`src/rtl/morse_emitter_if.sv`:
```
// Bus between the register-file top level and the Morse key emitter.
interface morse_emitter_if;
  logic        ctrl_start;
  logic [31:0] data_r29;
  logic        morse_out;
  logic        busy;
  logic        done;
  logic [31:0] status_out;

  modport master (
    output ctrl_start, data_r29,
    input  morse_out, busy, done, status_out
  );

  modport slave (
    input  ctrl_start, data_r29,
    output morse_out, busy, done, status_out
  );
endinterface

```
`src/rtl/morse_emitter.sv`:
```
// Morse key emitter: serialises the symbol word held in r29 into a timed
// on/off key signal and reports overruns through status_out.
// Optional feature macro: MORSE_QUEUE_EN (one-entry holding register for a
// start that arrives while a symbol is still being emitted).
module morse_emitter #(
  parameter int unsigned UNIT_CYCLES = 1000,
  parameter int unsigned CNT_W       = 24
) (
  input  logic            clock,
  input  logic            ctrl_reset,
  morse_emitter_if.slave  bus
);

  localparam int unsigned LEN_W = 3;
  localparam int unsigned PAT_W = 6;
  localparam int unsigned MAX_L = 6;

  localparam logic [CNT_W-1:0] LIM_1U = CNT_W'(UNIT_CYCLES - 1);
  localparam logic [CNT_W-1:0] LIM_3U = CNT_W'(3 * UNIT_CYCLES - 1);
  localparam logic [CNT_W-1:0] LIM_7U = CNT_W'(7 * UNIT_CYCLES - 1);

  typedef enum logic [2:0] {
    S_IDLE,
    S_ON,
    S_GAP,
    S_CHAR_GAP,
    S_WORD_GAP
  } state_e;

  state_e             state_q, state_d;
  logic [CNT_W-1:0]   cnt_q, cnt_d;
  logic [LEN_W-1:0]   k_q, k_d;
  logic [LEN_W-1:0]   len_q, len_d;
  logic [PAT_W-1:0]   pat_q, pat_d;
  logic               morse_q, morse_d;
  logic               busy_q, busy_d;
  logic               done_q, done_d;
  logic               ovr_q, ovr_d;

`ifdef MORSE_QUEUE_EN
  logic               qv_q, qv_d;
  logic [LEN_W-1:0]   qlen_q, qlen_d;
  logic [PAT_W-1:0]   qpat_q, qpat_d;
`endif

  logic [LEN_W-1:0]   in_len;
  logic [PAT_W-1:0]   in_pat;
  logic               launch;
  logic [LEN_W-1:0]   l_len;
  logic [PAT_W-1:0]   l_pat;
  logic [CNT_W-1:0]   on_lim;
  logic [LEN_W-1:0]   k_next;
  logic               unused_data;

  // Bits above the symbol field carry nothing for this block.
  assign unused_data = ^bus.data_r29[31:9];

  // Length field clipped to the six elements the pattern can hold.
  assign in_len = (bus.data_r29[2:0] > LEN_W'(MAX_L)) ? LEN_W'(MAX_L) : bus.data_r29[2:0];
  assign in_pat = bus.data_r29[8:3];
  assign on_lim = pat_q[k_q] ? LIM_3U : LIM_1U;
  assign k_next = LEN_W'(k_q + LEN_W'(1));

  // Next-state, counter, symbol latch and output decode.
  always_comb begin
    state_d = state_q;
    cnt_d   = cnt_q + CNT_W'(1);
    k_d     = k_q;
    len_d   = len_q;
    pat_d   = pat_q;
    done_d  = 1'b0;
    ovr_d   = 1'b0;
    launch  = 1'b0;
    l_len   = in_len;
    l_pat   = in_pat;
`ifdef MORSE_QUEUE_EN
    qv_d    = qv_q;
    qlen_d  = qlen_q;
    qpat_d  = qpat_q;
`endif

    case (state_q)
      S_IDLE: begin
        cnt_d = '0;
`ifdef MORSE_QUEUE_EN
        if (qv_q) begin
          launch = 1'b1;
          l_len  = qlen_q;
          l_pat  = qpat_q;
          qv_d   = 1'b0;
        end else if (bus.ctrl_start) begin
          launch = 1'b1;
        end
`else
        if (bus.ctrl_start) begin
          launch = 1'b1;
        end
`endif
      end
      S_ON: begin
        if (cnt_q == on_lim) begin
          cnt_d   = '0;
          state_d = (k_next < len_q) ? S_GAP : S_CHAR_GAP;
        end
      end
      S_GAP: begin
        if (cnt_q == LIM_1U) begin
          cnt_d   = '0;
          k_d     = k_next;
          state_d = S_ON;
        end
      end
      S_CHAR_GAP: begin
        if (cnt_q == LIM_3U) begin
          cnt_d   = '0;
          state_d = S_IDLE;
          done_d  = 1'b1;
        end
      end
      S_WORD_GAP: begin
        if (cnt_q == LIM_7U) begin
          cnt_d   = '0;
          state_d = S_IDLE;
          done_d  = 1'b1;
        end
      end
      default: begin
        cnt_d   = '0;
        state_d = S_IDLE;
      end
    endcase

    if (launch) begin
      len_d   = l_len;
      pat_d   = l_pat;
      k_d     = '0;
      cnt_d   = '0;
      state_d = (l_len != '0) ? S_ON : S_WORD_GAP;
    end

    // A start seen while busy is either parked in the holding slot or reported.
    if (bus.ctrl_start && busy_q) begin
`ifdef MORSE_QUEUE_EN
      if (!qv_q || (state_q == S_IDLE)) begin
        qv_d   = 1'b1;
        qlen_d = in_len;
        qpat_d = in_pat;
      end else begin
        ovr_d = 1'b1;
      end
`else
      ovr_d = 1'b1;
`endif
    end

    morse_d = (state_d == S_ON);
`ifdef MORSE_QUEUE_EN
    busy_d  = (state_d != S_IDLE) || qv_d;
`else
    busy_d  = (state_d != S_IDLE);
`endif
  end

  // State and output registers.
  always_ff @(posedge clock or posedge ctrl_reset) begin
    if (ctrl_reset) begin
      state_q <= S_IDLE;
      cnt_q   <= '0;
      k_q     <= '0;
      len_q   <= '0;
      pat_q   <= '0;
      morse_q <= 1'b0;
      busy_q  <= 1'b0;
      done_q  <= 1'b0;
      ovr_q   <= 1'b0;
    end else begin
      state_q <= state_d;
      cnt_q   <= cnt_d;
      k_q     <= k_d;
      len_q   <= len_d;
      pat_q   <= pat_d;
      morse_q <= morse_d;
      busy_q  <= busy_d;
      done_q  <= done_d;
      ovr_q   <= ovr_d;
    end
  end

`ifdef MORSE_QUEUE_EN
  // Holding register for one pending symbol.
  always_ff @(posedge clock or posedge ctrl_reset) begin
    if (ctrl_reset) begin
      qv_q   <= 1'b0;
      qlen_q <= '0;
      qpat_q <= '0;
    end else begin
      qv_q   <= qv_d;
      qlen_q <= qlen_d;
      qpat_q <= qpat_d;
    end
  end
`endif

  assign bus.morse_out  = morse_q;
  assign bus.busy       = busy_q;
  assign bus.done       = done_q;
  assign bus.status_out = {31'd0, ovr_q};

endmodule

```
`src/flat_wrapper.sv`:
```
// flat-port wrapper written by rule: the top's interface ports become plain ports
module morse_emitter_flat 
#(
  parameter int unsigned UNIT_CYCLES = 1000,
  parameter int unsigned CNT_W       = 24
)
  (clock, ctrl_reset, bus_ctrl_start, bus_data_r29, bus_morse_out, bus_busy, bus_done, bus_status_out);
  morse_emitter_if bus_i ();
  input  logic clock;
  input  logic ctrl_reset;
  input wire logic [$bits(bus_i.ctrl_start)-1:0] bus_ctrl_start;
  input wire logic [$bits(bus_i.data_r29)-1:0] bus_data_r29;
  output wire logic [$bits(bus_i.morse_out)-1:0] bus_morse_out;
  output wire logic [$bits(bus_i.busy)-1:0] bus_busy;
  output wire logic [$bits(bus_i.done)-1:0] bus_done;
  output wire logic [$bits(bus_i.status_out)-1:0] bus_status_out;
  assign bus_i.ctrl_start = bus_ctrl_start;
  assign bus_i.data_r29 = bus_data_r29;
  assign bus_morse_out = bus_i.morse_out;
  assign bus_busy = bus_i.busy;
  assign bus_done = bus_i.done;
  assign bus_status_out = bus_i.status_out;
  morse_emitter #(.UNIT_CYCLES(UNIT_CYCLES), .CNT_W(CNT_W)) u_core (.clock(clock), .ctrl_reset(ctrl_reset), .bus(bus_i));
endmodule
```
`config.mk`:
```
export PLATFORM = sky130hd
export DESIGN_NAME = morse_emitter_flat
export DESIGN_NICKNAME = d
export VERILOG_FILES = /design/src/rtl/morse_emitter_if.sv /design/src/rtl/morse_emitter.sv /design/src/flat_wrapper.sv
export SDC_FILE = /design/constraint.sdc
export NUM_CORES = 1
export LEC_CHECK = 0
export ABC_CLOCK_PERIOD_IN_PS = 2100
export CORE_MARGIN = 5
export CORE_UTILIZATION = 44
export DETAILED_ROUTE_END_ITERATION = 8
export PLACE_DENSITY = 0.77
export SYNTH_ARGS = -nofsm -noshare
export SYNTH_HDL_FRONTEND = slang
export SYNTH_SLANG_ARGS = --single-unit
```
`constraint.sdc`:
```
create_clock -name clock -period 2.1 [get_ports clock]
set_input_delay 0.525 -clock clock [delete_from_list [all_inputs] [get_ports clock]]
set_output_delay 0.525 -clock clock [all_outputs]
set_load 0.01 [all_outputs]
```
==> results of run 1 <==
power breakdown:
group / total (mW) / internal [mW] / leakage, nW / switching (mW)
Combinational: 0.708 / 0.353 / 0.762 / 0.356
Sequential: 1.07 / 0.975 / 0.566 / 0.0936
Clock: 0.673 / 0.385 / 0.0612 / 0.287
sequential cells by signal, indices dropped and copies added (netlist names):
register,flops
u_core.state_q,3
u_core.pat_q,6
u_core.bus.morse_out,1
u_core.ovr_q,1
u_core.bus.done,1
u_core.bus.busy,1
u_core.cnt_q,24
u_core.len_q,3
u_core.k_q,3
layout make-up:
type	count	area, sq um
Sequential cell	43	1080
Clock buffer	6	82.6
Clock inverter	2	35.0
Tap cell	72	90.1
Multi-Input combinational cell	210	1330
Fill cell	497	2540
Timing Repair Buffer	43	398
Inverter	6	22.5
how the worst max path moves through the flow:
stage,slack (ns),depth (start not counted),start,end
detailed placement,-0.007,6,u_core.cnt_q[0],u_core.state_q[0]
global route,-0.08,6,u_core.cnt_q[1],u_core.bus.morse_out
global placement,0.01,6,u_core.cnt_q[0],u_core.bus.morse_out
finish,0.004,6,u_core.cnt_q[0],u_core.bus.morse_out
floorplan,0.002,6,u_core.cnt_q[0],u_core.bus.morse_out
CTS,-0.02,6,u_core.cnt_q[0],u_core.state_q[0]
per-stage QoR:
step           instance area [sq um]  hold slack, ns  worst slack, ns  power [mW]
6_report                        3030           0.485          0.00408        2.45
5_1_grt                         3030           0.503          -0.0780        2.60
3_3_place_gp                    2870           0.461           0.0108        1.76
2_1_floorplan                   2670           0.439          0.00230        1.56
3_5_place_dp                    2870           0.468         -0.00701        1.78
4_1_cts                         2990           0.489          -0.0163        2.46
layout by cell type (no fill, tap or decap), drive strengths merged, types with 4 or more instances in the layout:
cell type       n
o21ai           5
nor4b           4
clkdlybuf4s50  15
nand3          11
buf            28
nand2b          4
xor2           18
and3            5
and4            4
and2            4
nor4            5
inv             5
conb           31
xnor2           6
ha              4
clkbuf          6
nor2            7
mux2i           4
dfrtp          43
nand4          12
a21oi          24
nand2          37
repair_timing:
item	CTS	global route
pin swaps	0	1
endpoints found under the setup margin	2	27
resized for setup	0	9
worst register-to-register path, cell delays in order (launching register included):
cell	delay (ns)
dfrtp_1	0.36
ha_2	0.18
nor4b_4	0.27
nand2_2	0.09
or4_4	0.53
or3_4	0.42
and4_1	0.15
kinds of logic after synthesis:
kind of cell / after synthesis / synth area share [%]
compound gates: 41 / 9.55
other cells: 1 / 0.147
flops: 43 / 42.1
mux: 5 / 2.45
simple gates: 105 / 23.2
fa+ha+maj: 4 / 1.96
xor+xnor: 24 / 8.23
buf+inv: 49 / 12.3
layer usage:
| layer | vias up | track usage (%) | wire [microns] |
|---|---|---|---|
| met5 | - | 0 | 0 |
| met1 | 920 | 17.0 | 2210 |
| met4 | 0 | 4.25 | 42 |
| met2 | 34 | 25.0 | 2560 |
| met3 | 7 | 3.33 | 238 |
| li1 | 959 | - | - |
==> impl_metrics.csv, run 1 <==
group,metric,value,unit
clocking,holdBufCountCts,0,
floorplanning,dieArea,7430,sq um
floorplanning,ios,70,
setup_path,cp.required,2.29,ns
yosys,synthTopCellsByArea,"dfrtp_1 (42%), buf_4 (10%), xor2_1 (6.2%)",
drt,vias,1920,
global_routing,grt_use_total,14.1,%
setup_path,cp.buffers_inverters,0,
worst_hold_path,hold_path_startpoint,"u_core.pat_q[5]",
clocking,htreeDepth,2,
worst_hold_path,hp-class,"flip-flop to flip-flop",
timing,setup-violations-final,0,
yosys,syn_avg_cell_area,9.39,sq um
setup_path,r2r_cells,6,
global_routing,antenna_found_initial,0,
setup_path,arrival,2.29,ns
setup_path,setup.worst_path.class,"flip-flop to flip-flop",
drt,routed_wl,5050,microns
clocking,cts_tree,"built",
timing,final.period_utilization,99.8,%
setup_path,critPathMaxStageDelay,0.53,ns
setup_path,worstSetupStartpointType,"flip-flop",
drt,first_pass_iters,4,
setup_path,reg2reg_setup_slack,0.004,ns
clocking,post_cts_buffers,0,
setup_path,r2r-end,"u_core.bus.morse_out",
drt,detail_route.wl_per_cell,13.2,microns
worst_hold_path,min_to,"u_core.pat_q[5]",
yosys,synth_top_area_share,42.1,%
place,gp_congestion,0.808,
final_layout,drive_above_1_share,17.7,%
final_layout,stdcell_count,382,
yosys,synthArstFlopShare,100,%
global_routing,grt_pass1_vias,1959,
final_layout,final_core_util,54.3,%
setup_path,path_max_fanout,4,
yosys,synth_edf_count,0,
yosys,ys_warn_count,0,
drt,dr.first_iter.drc_count,46,
timing,slew_viol_final,0,
floorplanning,start_util,45.8,%
floorplanning,die_w,86.2,microns
power,powerDensity,809,nW/um^2
final_layout,synthToLayoutAreaGrowth,18.6,%
yosys,synth.distinct_cells,47,
timing,finalHoldViolCount,0,
drt,drc,0,
yosys,syn_area,2550,sq um
place,dpl.hpwl,3600,microns
timing,finalSetupTns,0,ns
clocking,clk_pin_slew,0.08,ns
drt,viasPerCell,5.03,
timing,rsz0062_at_grt,"true",
yosys,syn_inst,272,
setup_path,crit_chain,"ha_2 > nor4b_4 > nand2_2 > or4_4 > or3_4 > and4_1",
floorplanning,rows,27,
yosys,yosys.cell_count.top_type,"dfrtp_1",
timing,period_minus_slack,2.10,ns
global_routing,grt_pass1_wl,8540,microns
setup_path,r2r_start,"u_core.cnt_q[0]",
clocking,clock-sinks,43,
clocking,cts_made_buffers,5,
floorplanning,dieHeight,86.2,microns
status,status,"finished, final reports clean",
yosys,synth_common_cells,"dfrtp_1 (43), nand2_1 (36), buf_4 (34), a21oi_1 (24), xor2_1 (18)",
setup_path,worstSetupEndpointType,"flip-flop",
timing,max_freq,477,MHz
yosys,ys.flop_type,"dfrtp_1",
flow_run,drv_cap,0,
setup_path,cp_top_family,"simple AND/OR/NAND/NOR gates",
timing,skew,0.00226,ns
setup_path,cp_slowest_cell,"or4_4",
yosys,synth_seq_cells,43,
yosys,synth-seq-area-share,42.1,%
place,placedCellCount,374,
place,portBuffers,15,
timing,relSlewSlack,59.1,%
power,leakagePower,1.39,nW
yosys,yosysTopAreaCell,"dfrtp_1",
power,vdd_drop_max,0.480,mV
global_routing,grt_max_degree,44,
final_layout,diodes,0,
clocking,clkLatencyLatePin,0.29,ns
clocking,cts-root-buf,"clkbuf_8",
drt,postRouteAntennaNets,0,
worst_hold_path,holdPathStages,2,
final_layout,final_nets,348,
timing,tightest_slew,0.608,ns
clocking,clockBufferDepth,2,
floorplanning,core,5570,sq um
global_routing,grt-ovfl-total,0,
Note: power is estimated with default switching activity, not from simulation.
==> run 2: changes to the inputs <==
Settings changed: REMOVE_ABC_BUFFERS set to 1.
==> run 2 against run 1 <==
Effect of this change:
- the run now ends with setup timing left
- global-route usage is 0.38 points higher
- critical path depth decreased by 1
- sequential power hardly changed
- die area did not move
- largest power group unchanged
- setup slack worse by 0.050 ns
- sequential share of layout area down 0.42 points
- highest routed layer unchanged
- flip-flop and latch count unchanged
==> impl_metrics.csv, run 2 (synthesized netlist as in run 1, its figures left out) <==
group,metric,value,unit
final_layout,mostFrequentLayoutCells,"dfrtp_1 (43), nand2_1 (36), conb_1 (31), buf_4 (31), a21oi_1 (24)",
final_layout,drive_above_1_share,19.2,%
final_layout,synthToLayoutAreaGrowth,20.0,%
clocking,clk_pin_slew,0.08,ns
floorplanning,start_util,45.8,%
timing,finalHoldViolCount,0,
power,powerDensity,769,nW/um^2
setup_path,worstSetupStartpointType,"flip-flop",
flow_run,drv_cap,0,
global_routing,grt_max_degree,44,
clocking,clock-sinks,43,
drt,detail_route.wl_per_cell,13.6,microns
global_routing,grt_pass1_vias,1935,
drt,first_pass_iters,4,
timing,relSlewSlack,62.8,%
global_routing,grt-ovfl-total,0,
worst_hold_path,hp-class,"flip-flop to flip-flop",
final_layout,largest_reg_flops,24,
timing,final.period_utilization,102,%
drt,postRouteAntennaNets,0,
drt,vias,1988,
final_layout,diodes,0,
setup_path,cp.required,2.29,ns
clocking,clockBufferDepth,2,
status,status,"finished with violations",
setup_path,setup.worst_path.class,"flip-flop to flip-flop",
setup_path,path_max_fanout,4,
clocking,holdBufCountCts,0,
place,gp_congestion,0.831,
timing,skew,0.00384,ns
power,vdd_drop_max,0.502,mV
floorplanning,ios,70,
final_layout,top_register,"u_core.cnt_q",
setup_path,arrival,2.34,ns
place,dp_slack,0.00384,ns
timing,setup-violations-final,3,
global_routing,antenna_found_initial,0,
drt,wl_met3,238,microns
timing,setup_ws,-0.0461,ns
drt,viasPerCell,5.11,
drt,drc,0,
setup_path,cp.buffers_inverters,0,
clocking,cts_made_buffers,5,
floorplanning,core,5570,sq um
power,leakagePower,1.42,nW
drt,routed_wl,5280,microns
drt,top_layer_used,"met4",
timing,max_freq,466,MHz
final_layout,final_cell_area,3070,sq um
final_layout,reg_top3,"u_core.cnt_q x24, u_core.pat_q x6",
setup_path,critPathMaxStageDelay,0.51,ns
place,dpl.hpwl,3660,microns
status,violations,"setup timing",
clocking,htreeDepth,2,
floorplanning,rows,27,
final_layout,final_nets,355,
clocking,cts-root-buf,"clkbuf_8",
global_routing,grt_pass1_wl,8740,microns
drt,drt-met1-wl,2320,microns
place,portBuffers,15,
place,placed_cell_area,2880,sq um
drt,wl_met2,2680,microns
setup_path,cp_slowest_cell,"or4_4",
timing,tightest_slew,0.558,ns
setup_path,crit_chain,"nor4b_1 > nand4_1 > or4_4 > or3_4 > and4_1",
setup_path,worstSetupEndpointType,"flip-flop",
final_layout,final_common_cell,"dfrtp_1",
global_routing,grt_use_total,14.5,%
power,power,2.36,mW
timing,rsz0062_at_grt,"true",
floorplanning,die_w,86.2,microns
floorplanning,dieArea,7430,sq um
setup_path,cp_top_family,"simple AND/OR/NAND/NOR gates",
timing,period_minus_slack,2.15,ns
drt,dr.first_iter.drc_count,104,
clocking,cts_tree,"built",
floorplanning,dieHeight,86.2,microns
clocking,clkLatencyLatePin,0.30,ns
timing,slew_viol_final,0,
## run 2: final timing paths
| path | from | end | slack, ns | cells after the start |
|---|---|---|---|---|
| worst max-delay path | u_core.cnt_q[20] | u_core.bus.morse_out | -0.05 | 5 |
| worst min-delay path | u_core.pat_q[4] | u_core.pat_q[4] | 0.48 | 2 |
| worst max register to register | u_core.cnt_q[20] | u_core.bus.morse_out | -0.05 | 5 |
| worst min register to register | u_core.pat_q[4] | u_core.pat_q[4] | 0.48 | 2 |
| max in group asynchronous | ctrl_reset | u_core.cnt_q[10] | 1.05 | 3 |
| min in group asynchronous | ctrl_reset | u_core.cnt_q[17] | 0.66 | 3 |
## run 2: routing by layer
metal | GRT usage, % | up-vias
li1 | - | 976
met1 | 18.0 | 963
met2 | 25.4 | 43
met3 | 3.42 | 6
met4 | 3.82 | 0
met5 | 0 | -
## run 2: worst min-delay path: stages, from the launching register on
cell     delay, ns
dfrtp_1       0.34
nand2_1       0.05
nand2_1       0.05
## run 2: through the flow
step / util (%) / setup TNS (ns) / hold slack (ns) / cells
floorplan: - / -4.98 / 0.439 / 259
global placement: 51.6 / 0 / 0.453 / 377
detailed placement: 51.6 / 0 / 0.462 / 377
CTS: 53.8 / 0 / 0.482 / 386
global route: 55.0 / -0.710 / 0.506 / 389
finish: 55.0 / -0.0912 / 0.478 / 389
## run 2: what timing repair did
action / 4_1_cts / 5_1_grt
resized for setup: 4 / 8
pin swaps: 1 / 3
buffers inserted: 1 / 3
endpoints found under the setup margin: 5 / 30
## run 2: area by class of cell
type | instances | area, sq um
timing repair buffer | 50 | 445
fill | 502 | 2510
sequential | 43 | 1080
multi-input combinational | 210 | 1330
inverter | 6 | 22.5
clock inverter | 1 | 7.51
tap | 72 | 90.1
clock buffer | 7 | 96.3
## run 2: power breakdown
part | switching, mW | internal (mW)
sequential | 0.0937 | 0.975
combinational | 0.352 | 0.349
clock | 0.287 | 0.299
total | 0.733 | 1.62
==> run 3: changes to the inputs <==
Settings changed: CORE_ASPECT_RATIO set to 1.4.
==> run 3 against run 2 <==
Effect of this change:
- the run still ends with setup timing left
- clock-buffer cell count fell by 2
- via count is 2.3% higher
- cell area decreased by 1.2%
- first-iteration DRC count is 32% higher
- wire length grew 4.1%
- clock power down 12%
- highest routed layer unchanged
==> impl_metrics.csv, run 3 (synthesized netlist as in run 1, its figures left out) <==
group,metric,value,unit
status,status,"finished with violations",
status,violations,"setup timing",
setup_path,r2r_start,"u_core.cnt_q[1]",
setup_path,setup.worst_path.class,"flip-flop to flip-flop",
setup_path,reg2reg_setup_slack,-0.02,ns
power,power_switching,0.771,mW
drt,viasPerCell,5.27,
clocking,htreeDepth,2,
setup_path,endpoint,"u_core.bus.morse_out",
setup_path,worstSetupStartpointType,"flip-flop",
timing,rsz0062_at_grt,"true",
global_routing,antenna_found_initial,0,
timing,max_freq,473,MHz
setup_path,path_max_fanout,4,
setup_path,r2r_cells,6,
timing,setup_ws,-0.0160,ns
setup_path,crit_chain,"ha_2 > nor4b_4 > nand2_2 > or4_4 > or3_4 > and4_1",
setup_path,worstSetupEndpointType,"flip-flop",
drt,routed_wl,5490,microns
clocking,cts_made_buffers,5,
timing,slew_viol_final,0,
flow_run,drv_cap,0,
place,dpl.hpwl,3920,microns
global_routing,grt_busiest_layer,"met2",
timing,skew,0.00548,ns
setup_path,r2r-end,"u_core.bus.morse_out",
global_routing,grt_use_total,15.4,%
floorplanning,dieArea,7450,sq um
power,power.internal,1.59,mW
final_layout,largest_reg_flops,24,
drt,postRouteAntennaNets,0,
timing,period_minus_slack,2.12,ns
drt,dr.first_iter.drc_count,137,
final_layout,drive_above_1_share,19.2,%
final_layout,final_nets,356,
global_routing,grt_max_degree,44,
place,dp_slack,-0.0566,ns
timing,final.period_utilization,101,%
floorplanning,start_util,45.9,%
timing,setup-violations-final,1,
power,pwr-share-comb,32.7,%
timing,whs,0.478,ns
global_routing,use_met2,26.3,%
place,portBuffers,15,
drt,vias,2034,
place,placed_cell_area,2890,sq um
power,leakagePower,1.41,nW
setup_path,arrival,2.30,ns
global_routing,met1_usage,18.0,%
clocking,clock-sinks,43,
final_layout,fill_cells,503,
final_layout,final_cell_area,3030,sq um
power,switching_share,32.6,%
setup_path,cp_slowest_cell,"or4_4",
power,power_frac_clock,21.8,%
final_layout,diodes,0,
worst_hold_path,hp-class,"flip-flop to flip-flop",
global_routing,grt-ovfl-total,0,
power,vdd_drop_max,0.387,mV
setup_path,setup.worst_path.start,"u_core.cnt_q[1]",
final_layout,final_common_cell,"dfrtp_1",
floorplanning,ios,70,
timing,finalSetupTns,-0.0160,ns
clocking,cts_tree,"built",
drt,detail_route.wl_per_cell,14.2,microns
global_routing,grt_pass1_vias,2008,
clocking,cts-root-buf,"clkbuf_8",
clocking,clkLatencyLatePin,0.30,ns
final_layout,synthToLayoutAreaGrowth,18.6,%
clocking,clk_pin_slew,0.08,ns
global_routing,grtUsageMet3,3.51,%
floorplanning,dieHeight,100,microns
clocking,clockBufferDepth,2,
drt,drc,0,
timing,finalHoldViolCount,0,
floorplanning,die_w,74.4,microns
floorplanning,rows,32,
place,gp_congestion,0.840,
setup_path,cp.required,2.28,ns
final_layout,reg_top3,"u_core.cnt_q x24, u_core.pat_q x6",
final_layout,top_register,"u_core.cnt_q",
power,p_seq_share,45.5,%
floorplanning,core,5570,sq um
setup_path,critPathMaxStageDelay,0.53,ns
drt,first_pass_iters,4,
final_layout,mostFrequentLayoutCells,"dfrtp_1 (41), nand2_1 (36), buf_4 (33), conb_1 (31), a21oi_1 (24)",
power,powerDensity,781,nW/um^2
global_routing,grt_pass1_wl,9050,microns
clocking,holdBufCountCts,0,
==> run 3: worst min path at each step <==
stage,startpoint,to,slack (ns),depth (start not counted)
finish,u_core.len_q[0],u_core.len_q[0],0.48,2
global route,u_core.pat_q[4],u_core.pat_q[4],0.51,2
CTS,u_core.pat_q[5],u_core.pat_q[5],0.48,2
detailed placement,u_core.pat_q[5],u_core.pat_q[5],0.46,2
global placement,u_core.len_q[0],u_core.len_q[0],0.46,2
floorplan,u_core.len_q[0],u_core.len_q[0],0.44,2
==> run 3: final cells by class <==
| class | instances | area (sq um) | share of cell area [%] |
|---|---|---|---|
| clock inverter | 3 | 15.0 | 0.496 |
| clock buffer | 5 | 68.8 | 2.27 |
| tap | 68 | 85.1 | 2.81 |
| sequential | 43 | 1080 | 35.6 |
| inverter | 6 | 22.5 | 0.743 |
| multi-input combinational | 210 | 1300 | 43.0 |
| timing repair buffer | 51 | 458 | 15.1 |
==> run 3: metal layers <==
| metal | routed length, microns | up-vias | part of all wire (%) |
|---|---|---|---|
| met2 | 3080 | 48 | 56 |
| met4 | 121 | 0 | 2.2 |
| li1 | - | 975 | - |
| met1 | 2000 | 1001 | 36 |
| met3 | 287 | 10 | 5.2 |
| met5 | 0 | - | 0 |
==> run 3: stage by stage <==
stage / utilization [%] / cells / power, mW
floorplan: - / 259 / 1.48
global placement: 52.0 / 374 / 1.77
detailed placement: 52.0 / 374 / 1.80
CTS: 54.0 / 384 / 2.35
global route: 54.4 / 386 / 2.51
finish: 54.4 / 386 / 2.37
==> run 3: worst max-delay path: cells and delay by family (launching register included) <==
kind | cells | cell delay (ns)
DFF | 1 | 0.37
adders and majority gates | 1 | 0.20
and+or+nand+nor | 5 | 1.43
==> run 3: repair_timing <==
action                     4_1_cts  5_1_grt
pin swaps                        1        0
hold endpoints to repair         0        0
setup endpoints to repair       26       26
gates resized for setup          4        4
setup buffers                    2        2
==> run 3: power groups by stage <==
| stage | Sequential [mW] | Combinational (mW) | Clock (mW) |
|---|---|---|---|
| after floorplan | 1.09 | 0.389 | 0 |
| final | 1.08 | 0.774 | 0.516 |
| after detailed placement | 1.09 | 0.709 | 0 |
| after global routing | 1.09 | 0.861 | 0.555 |
| after CTS | 1.07 | 0.743 | 0.531 |
| after global placement | 1.08 | 0.684 | 0 |
